File: config.mk
export PLATFORM = sky130hd
export DESIGN_NAME = alu_mc_flat
export DESIGN_NICKNAME = d
export VERILOG_FILES = /design/src/rtl/alu_mc_if.sv /design/src/rtl/alu_mc.sv /design/src/flat_wrapper.sv
export SDC_FILE = /design/constraint.sdc
export NUM_CORES = 1
export LEC_CHECK = 0
export BUFFER_PORTS_ARGS = -buffer_cell sky130_fd_sc_hd__buf_4
export CAP_MARGIN = 10
export CORE_MARGIN = 2
export CORE_UTILIZATION = 27
export CTS_BUF_LIST = sky130_fd_sc_hd__clkbuf_16
export CTS_CLUSTER_DIAMETER = 30
export DETAILED_ROUTE_END_ITERATION = 8
export GPL_TIMING_DRIVEN = 0
export PLACE_DENSITY = 0.51
export SLEW_MARGIN = 40
export SYNTH_ARGS = -nofsm -noshare
export SYNTH_HDL_FRONTEND = slang
export SYNTH_SLANG_ARGS = --single-unit
export TNS_END_PERCENT = 100
File: constraint.sdc
create_clock -name clk_i -period 7.7 [get_ports clk_i]
set_clock_uncertainty 0.2 [all_clocks]
set_input_delay 2.31 -clock clk_i [delete_from_list [all_inputs] [get_ports clk_i]]
set_output_delay 2.31 -clock clk_i [all_outputs]
set_load 0.02 [all_outputs]
File: src/rtl/alu_mc_if.sv
// Request/response bundle between the decode stage, alu_mc and writeback.
interface alu_mc_if #(
  parameter int unsigned WIDTH = 32
);
  logic             valid_i;
  logic             ready_o;
  logic [WIDTH-1:0] src1_i;
  logic [WIDTH-1:0] src2_i;
  logic [3:0]       ctrl_i;
  logic             valid_o;
  logic             ready_i;
  logic [WIDTH-1:0] result_o;
  logic             zero_o;
  logic             overflow_o;

  modport master (
    output valid_i, src1_i, src2_i, ctrl_i, ready_i,
    input  ready_o, valid_o, result_o, zero_o, overflow_o
  );

  modport slave (
    input  valid_i, src1_i, src2_i, ctrl_i, ready_i,
    output ready_o, valid_o, result_o, zero_o, overflow_o
  );
endinterface

File: src/rtl/alu_mc.sv
// Multi-cycle ALU: single-cycle logic/arith/shift ops plus iterative
// shift-add MUL and restoring DIVU/REMU, with valid/ready on both sides.
module alu_mc #(
  parameter int unsigned WIDTH     = 32,
  parameter int unsigned MULDIV_EN = 1
) (
  input logic    clk_i,
  input logic    rst_i,
  alu_mc_if.slave bus
);
  localparam int unsigned SHW = $clog2(WIDTH);
  localparam logic [3:0] OP_MUL  = 4'd3;
  localparam logic [3:0] OP_DIVU = 4'd4;
  localparam logic [3:0] OP_REMU = 4'd5;

  typedef enum logic [1:0] {IDLE, BUSY, DONE} state_t;

  state_t           state_q, state_d;
  logic [3:0]       op_q;
  logic [WIDTH-1:0] a_q, b_q, acc_q;
  logic [SHW-1:0]   cnt_q;
  logic             load_single, load_iter, step, finish, retire;
  logic             is_iter;

  logic [WIDTH-1:0] single_res, sum, diff;
  logic             single_ov;
  logic [SHW-1:0]   shamt;

  logic [WIDTH-1:0] mul_acc_nxt, div_rem_nxt, div_quo_nxt, iter_res;
  logic [WIDTH:0]   rem_sh;
  logic             rem_ge;

  assign is_iter = (MULDIV_EN != 0) &&
                   (bus.ctrl_i == OP_MUL || bus.ctrl_i == OP_DIVU || bus.ctrl_i == OP_REMU);

  // State register
  always_ff @(posedge clk_i) begin
    if (rst_i) state_q <= IDLE;
    else       state_q <= state_d;
  end

  // Next-state and datapath strobes
  always_comb begin
    state_d     = state_q;
    load_single = 1'b0;
    load_iter   = 1'b0;
    step        = 1'b0;
    finish      = 1'b0;
    retire      = 1'b0;
    case (state_q)
      IDLE: begin
        if (bus.valid_i) begin
          if (is_iter) begin
            load_iter = 1'b1;
            state_d   = BUSY;
          end else begin
            load_single = 1'b1;
            state_d     = DONE;
          end
        end
      end
      BUSY: begin
        step = 1'b1;
        if (cnt_q == '0) begin
          finish  = 1'b1;
          state_d = DONE;
        end
      end
      DONE: begin
        if (bus.ready_i) begin
          retire  = 1'b1;
          state_d = IDLE;
        end
      end
      default: state_d = IDLE;
    endcase
  end

  // Single-cycle ops, computed straight from the request being accepted
  always_comb begin
    single_res = '0;
    single_ov  = 1'b0;
    shamt      = bus.src2_i[SHW-1:0];
    sum        = bus.src1_i + bus.src2_i;
    diff       = bus.src1_i - bus.src2_i;
    case (bus.ctrl_i)
      4'd0:  single_res = bus.src1_i & bus.src2_i;
      4'd1:  single_res = bus.src1_i | bus.src2_i;
      4'd2: begin
        single_res = sum;
        single_ov  = (bus.src1_i[WIDTH-1] == bus.src2_i[WIDTH-1]) &&
                     (sum[WIDTH-1] != bus.src1_i[WIDTH-1]);
      end
      4'd6: begin
        single_res = diff;
        single_ov  = (bus.src1_i[WIDTH-1] != bus.src2_i[WIDTH-1]) &&
                     (diff[WIDTH-1] != bus.src1_i[WIDTH-1]);
      end
      4'd7:  single_res = {{(WIDTH-1){1'b0}}, (bus.src1_i < bus.src2_i)};
      4'd8:  single_res = bus.src1_i << shamt;
      4'd9:  single_res = bus.src1_i >> shamt;
      4'd10: single_res = $unsigned($signed(bus.src1_i) >>> shamt);
      4'd12: single_res = ~(bus.src1_i | bus.src2_i);
      4'd13: single_res = {{(WIDTH-1){1'b0}}, ($signed(bus.src1_i) < $signed(bus.src2_i))};
      4'd15: single_res = bus.src1_i ^ bus.src2_i;
      default: single_res = '0;
    endcase
  end

  // One iteration: MUL adds the shifted multiplicand; DIV shifts in a dividend bit
  // (quotient bits share a_q with the remaining dividend bits).
  always_comb begin
    mul_acc_nxt = acc_q + (b_q[0] ? a_q : '0);
    rem_sh      = {acc_q, a_q[WIDTH-1]};
    rem_ge      = rem_sh >= {1'b0, b_q};
    div_rem_nxt = rem_ge ? WIDTH'(rem_sh - {1'b0, b_q}) : rem_sh[WIDTH-1:0];
    div_quo_nxt = {a_q[WIDTH-2:0], rem_ge};
    case (op_q)
      OP_MUL:  iter_res = mul_acc_nxt;
      OP_DIVU: iter_res = div_quo_nxt;
      default: iter_res = div_rem_nxt;
    endcase
  end

  // Operand/iteration registers and registered outputs
  always_ff @(posedge clk_i) begin
    if (rst_i) begin
      op_q           <= '0;
      a_q            <= '0;
      b_q            <= '0;
      acc_q          <= '0;
      cnt_q          <= '0;
      bus.valid_o    <= 1'b0;
      bus.ready_o    <= 1'b1;
      bus.result_o   <= '0;
      bus.zero_o     <= 1'b0;
      bus.overflow_o <= 1'b0;
    end else begin
      bus.ready_o <= (state_d == IDLE);
      if (load_iter) begin
        op_q  <= bus.ctrl_i;
        a_q   <= bus.src1_i;
        b_q   <= bus.src2_i;
        acc_q <= '0;
        cnt_q <= SHW'(WIDTH - 1);
      end
      if (load_single) begin
        bus.result_o   <= single_res;
        bus.zero_o     <= (single_res == '0);
        bus.overflow_o <= single_ov;
        bus.valid_o    <= 1'b1;
      end
      if (step) begin
        cnt_q <= cnt_q - SHW'(1);
        if (op_q == OP_MUL) begin
          acc_q <= mul_acc_nxt;
          a_q   <= {a_q[WIDTH-2:0], 1'b0};
          b_q   <= {1'b0, b_q[WIDTH-1:1]};
        end else begin
          acc_q <= div_rem_nxt;
          a_q   <= div_quo_nxt;
        end
      end
      if (finish) begin
        bus.result_o   <= iter_res;
        bus.zero_o     <= (iter_res == '0);
        bus.overflow_o <= 1'b0;
        bus.valid_o    <= 1'b1;
      end
      if (retire) bus.valid_o <= 1'b0;
    end
  end
endmodule

File: src/flat_wrapper.sv
// flat-port wrapper written by rule: the top's interface ports become plain ports
module alu_mc_flat 
#(
  parameter int unsigned WIDTH     = 32,
  parameter int unsigned MULDIV_EN = 1
)
  (clk_i, rst_i, bus_valid_i, bus_src1_i, bus_src2_i, bus_ctrl_i, bus_ready_i, bus_ready_o, bus_valid_o, bus_result_o, bus_zero_o, bus_overflow_o);
  alu_mc_if #(.WIDTH(WIDTH)) bus_i ();
  input logic clk_i;
  input logic rst_i;
  input wire logic [$bits(bus_i.valid_i)-1:0] bus_valid_i;
  input wire logic [$bits(bus_i.src1_i)-1:0] bus_src1_i;
  input wire logic [$bits(bus_i.src2_i)-1:0] bus_src2_i;
  input wire logic [$bits(bus_i.ctrl_i)-1:0] bus_ctrl_i;
  input wire logic [$bits(bus_i.ready_i)-1:0] bus_ready_i;
  output wire logic [$bits(bus_i.ready_o)-1:0] bus_ready_o;
  output wire logic [$bits(bus_i.valid_o)-1:0] bus_valid_o;
  output wire logic [$bits(bus_i.result_o)-1:0] bus_result_o;
  output wire logic [$bits(bus_i.zero_o)-1:0] bus_zero_o;
  output wire logic [$bits(bus_i.overflow_o)-1:0] bus_overflow_o;
  assign bus_i.valid_i = bus_valid_i;
  assign bus_i.src1_i = bus_src1_i;
  assign bus_i.src2_i = bus_src2_i;
  assign bus_i.ctrl_i = bus_ctrl_i;
  assign bus_i.ready_i = bus_ready_i;
  assign bus_ready_o = bus_i.ready_o;
  assign bus_valid_o = bus_i.valid_o;
  assign bus_result_o = bus_i.result_o;
  assign bus_zero_o = bus_i.zero_o;
  assign bus_overflow_o = bus_i.overflow_o;
  alu_mc #(.WIDTH(WIDTH), .MULDIV_EN(MULDIV_EN)) u_core (.clk_i(clk_i), .rst_i(rst_i), .bus(bus_i));
endmodule
==> metrics.log <==
INFO  metric run_status = complete, no violations
INFO  metric path_cells = buf_4, clkinv_1, buf_2, clkbuf_4, clkbuf_4, fa_1, nor2b_1, o21ai_1, a211oi_2, nand3_1, and3_1, a21bo_2, o32ai_2, nand4_1, buf_4, or4_1, nor4_1, nand2_1, nand3_1
INFO  metric detail_route.wirelength.met1 = 53.4 mm
INFO  metric cell_chosen_for_the_clock_root = clkbuf_16
INFO  metric cell_count_after_synthesis = 3042
INFO  metric layout-drive-gt1-share = 0.117
INFO  metric core.rowCount = 103
INFO  metric area.growth.synth_to_final = 13.9%
INFO  metric dieArea = 82100 um2
INFO  metric grt_antenna_before_repair = 3
INFO  metric asyncSetResetFlopFracSynth = 0
INFO  metric netlist_area = 21600 um2
INFO  metric via_per_inst = 6.28
INFO  metric numPlacedInstances = 4205
INFO  metric dr_total_vias = 26572
INFO  metric leakage = 9.69 nW
INFO  metric initialDrtViolationCount = 3372
INFO  metric mappedNetlistNets = 3283
INFO  metric worst-path-max-fanout = 12
INFO  metric finalHoldViolations = 0
INFO  metric detailedPlace.worstSlack = -2.06 ns
INFO  metric antenna_violating_nets_post_route = 0
INFO  metric wl_per_cell = 32.8 um
INFO  metric setup.worst_path.class = in -> reg
INFO  metric comb_power_share = 0.568
INFO  metric worst_pin_slew = 0.960 ns
INFO  metric timing.final.ws_setup = 0.0434 ns
INFO  metric maxUsedRoutingLayer = met5
INFO  metric r2r_setup_slack = 1.42 ns
INFO  metric max_freq = 131 MHz
INFO  metric worst_ep_required_time = 7.90 ns
INFO  metric layout_common_cells = nand2_1, nor2_1, a21oi_1
INFO  metric synth_area_per_cell = 7.09 um2
INFO  metric crit_path_end_kind = flip-flop
INFO  metric gp_routability_congestion = 1.05
INFO  metric global_route.usage.total = 0.328
INFO  metric grt_pass1_vias = 25515
INFO  metric critical_path.slowest_cell = or4_1
INFO  metric die_width = 287 um
INFO  metric synth-edff-count = 0
INFO  metric wl_met2 = 63.1 mm
INFO  metric setup_viol_count_final = 0
INFO  metric firstDrtPassIters = 6
INFO  metric min_period_over_period = 0.994
INFO  metric die-height = 287 um
INFO  metric max-clock-path-buffers = 2
INFO  metric switchingPower = 1.95 mW
INFO  metric arrival = 7.86 ns
INFO  metric dr_wl_met3 = 11.3 mm
INFO  metric clk_pin_slew = 0.08 ns
INFO  metric grt_max_degree = 23
INFO  metric ctsHtreeMaxLevel = 4
INFO  metric cts-hold-fix-buffers = 0
INFO  metric worst_setup_path_start_kind = primary input
INFO  metric critical-path-max-stage-delay = 0.55 ns
INFO  metric rr_endpoint = u_core.bus.zero_o
INFO  metric fin_crit = 7.66 ns
INFO  metric finalMaxSlewViolations = 0
INFO  metric number_of_instances_on_the_worst_hold_path = 2
INFO  metric hold_path_class = reg -> reg
INFO  metric tritoncts = done
INFO  metric nets = 3409
INFO  metric coreArea = 79000 um2
INFO  metric synth_flop_type = dfxtp_1
INFO  metric grt_setup_unrepaired = false
INFO  metric route.detailed.drc = 0
INFO  metric cts.sinks = 143
INFO  metric crit_end = u_core.bus.zero_o
INFO  metric critical_register_to_register_path_startpoint = u_core.b_q[0]
INFO  metric cts_buffers = 17
INFO  metric p_sw_frac = 0.505
INFO  metric peakVddDrop = 0.115 mV
INFO  metric worst_rel_slew_slack = 0.360
INFO  metric grt_first_pass_wirelength = 194 mm
INFO  metric yosysUniqueCellTypes = 93
INFO  metric finish.cell_count_without_fillers = 4232
INFO  metric initial_utilization = 0.273
INFO  metric port-buffer-count = 106
INFO  metric worst_skew_pair.late_latency = 0.45 ns
INFO  metric synthesis.yosys.warnings = 0
INFO  metric reg2reg_depth = 15
INFO  metric power_report.internal_total = 1.91 mW
INFO  metric number_of_maximum_capacitance_violations = 0
INFO  metric design_power_total = 3.86 mW
INFO  metric tns = 0 ns
INFO  metric power.density = 157 nW/um2
INFO  metric power.share.sequential = 0.215
INFO  metric hold_ws = 0.289 ns
INFO  metric grt_overflow = 0
INFO  metric postRouteWirelength = 139 mm
INFO  metric clkPwrFrac = 0.217
INFO  metric yosysSeqAreaShare = 0.133
INFO  metric floorplan.io_pins = 108
INFO  metric post-dp-hpwl = 115 mm
INFO  metric timing.critical_path.from = bus_src2_i[1]
INFO  metric ys_seq_elements = 143
INFO  metric most_common_library_cell_in_the_layout_ignoring_fill_and_taps = nand2_1
## synth_stat cells, drive strengths merged, types with 42 or more instances
library cell / instances / share of area
a211oi: 44 / 0.015
a21o: 43 / 0.015
a21oi: 230 / 0.054
a22oi: 47 / 0.016
a311oi: 67 / 0.027
and2: 52 / 0.015
buf: 45 / 0.0087
clkbuf: 210 / 0.037
dfxtp: 143 / 0.13
ha: 165 / 0.096
inv: 145 / 0.025
mux2: 42 / 0.022
mux2i: 72 / 0.033
mux4: 59 / 0.062
nand2: 369 / 0.064
nand3: 99 / 0.023
nor2: 314 / 0.055
nor3: 59 / 0.014
o211ai: 48 / 0.017
o21ai: 151 / 0.035
xnor2: 43 / 0.017
## power groups by stage
stage / Clock (mW) / Sequential [mW] / Combinational (mW)
floorplan: 0 / 0.837 / 1.25
global placement: 0 / 0.845 / 2.09
detailed placement: 0 / 0.844 / 2.09
CTS: 0.836 / 0.827 / 2.10
global route: 0.865 / 0.832 / 2.27
finish: 0.837 / 0.831 / 2.19
## timing repair
action | CTS | global route
endpoints found under the setup margin | 17 | 1
setup buffers | 1 | 0
resized for setup | 18 | 7
pin swaps | 1 | 0
## stage by stage
step	cell area, um2	util
finish	24600	0.311
detailed placement	23900	0.303
global placement	23700	0.300
CTS	24500	0.310
floorplan	21600	-
global route	24600	0.311
## kinds of logic (layout without fill, tap and decap cells)
logic type / count (synthesis) / count (layout) / synth area share
multiplexers: 173 / 173 / 0.117
other: 0 / 1 / 0
flip-flops: 143 / 143 / 0.133
XOR/XNOR: 68 / 68 / 0.0276
adder cells (fa/ha/maj): 169 / 169 / 0.0994
AO/OA/AOI/OAI: 960 / 960 / 0.307
buffers and inverters: 403 / 542 / 0.0710
AND/OR/NAND/NOR: 1126 / 1126 / 0.245
## worst max-delay path: cells and delay by family
family / cells / cell delay (ns)
AOI/OAI and AO/OA: 4 / 1.33
adders and majority gates: 1 / 0.27
and+or+nand+nor: 8 / 2.14
buffers and inverters: 6 / 1.77
## cell type report
type / count / area (um2)
Tap cell: 1050 / 1310
Timing Repair Buffer: 115 / 860
Clock inverter: 15 / 140
Multi-Input combinational cell: 2496 / 17400
Antenna cell: 1 / 2.50
Buffer: 247 / 1020
Inverter: 148 / 558
Sequential cell: 143 / 2860
Clock buffer: 17 / 425
Fill cell: 8772 / 54400
## routing by layer
metal / track usage / vias up
met3: 0.0560 / 439
met5: 0 / -
met2: 0.539 / 1663
li1: - / 11602
met4: 0.216 / 4
met1: 0.394 / 12864
## registers in the layout, summed over array words and instances, names as in the netlist
| register | flops |
|---|---|
| u_core.a_q | 32 |
| u_core.acc_q | 32 |
| u_core.b_q | 32 |
| u_core.bus.overflow_o | 1 |
| u_core.bus.ready_o | 1 |
| u_core.bus.result_o | 32 |
| u_core.bus.valid_o | 1 |
| u_core.bus.zero_o | 1 |
| u_core.cnt_q | 5 |
| u_core.op_q | 4 |
| u_core.state_q | 2 |
## worst min-delay path by stage
| stage | start | endpoint | slack (ns) |
|---|---|---|---|
| 2_1_floorplan | u_core.cnt_q[3] | u_core.cnt_q[3] | 0.23 |
| 3_3_place_gp | u_core.cnt_q[3] | u_core.cnt_q[3] | 0.26 |
| 3_5_place_dp | u_core.cnt_q[3] | u_core.cnt_q[3] | 0.26 |
| 4_1_cts | u_core.op_q[2] | u_core.op_q[2] | 0.28 |
| 5_1_grt | u_core.cnt_q[3] | u_core.cnt_q[3] | 0.31 |
| 6_report | u_core.op_q[2] | u_core.op_q[2] | 0.29 |
(Power assumes the default switching activity.)
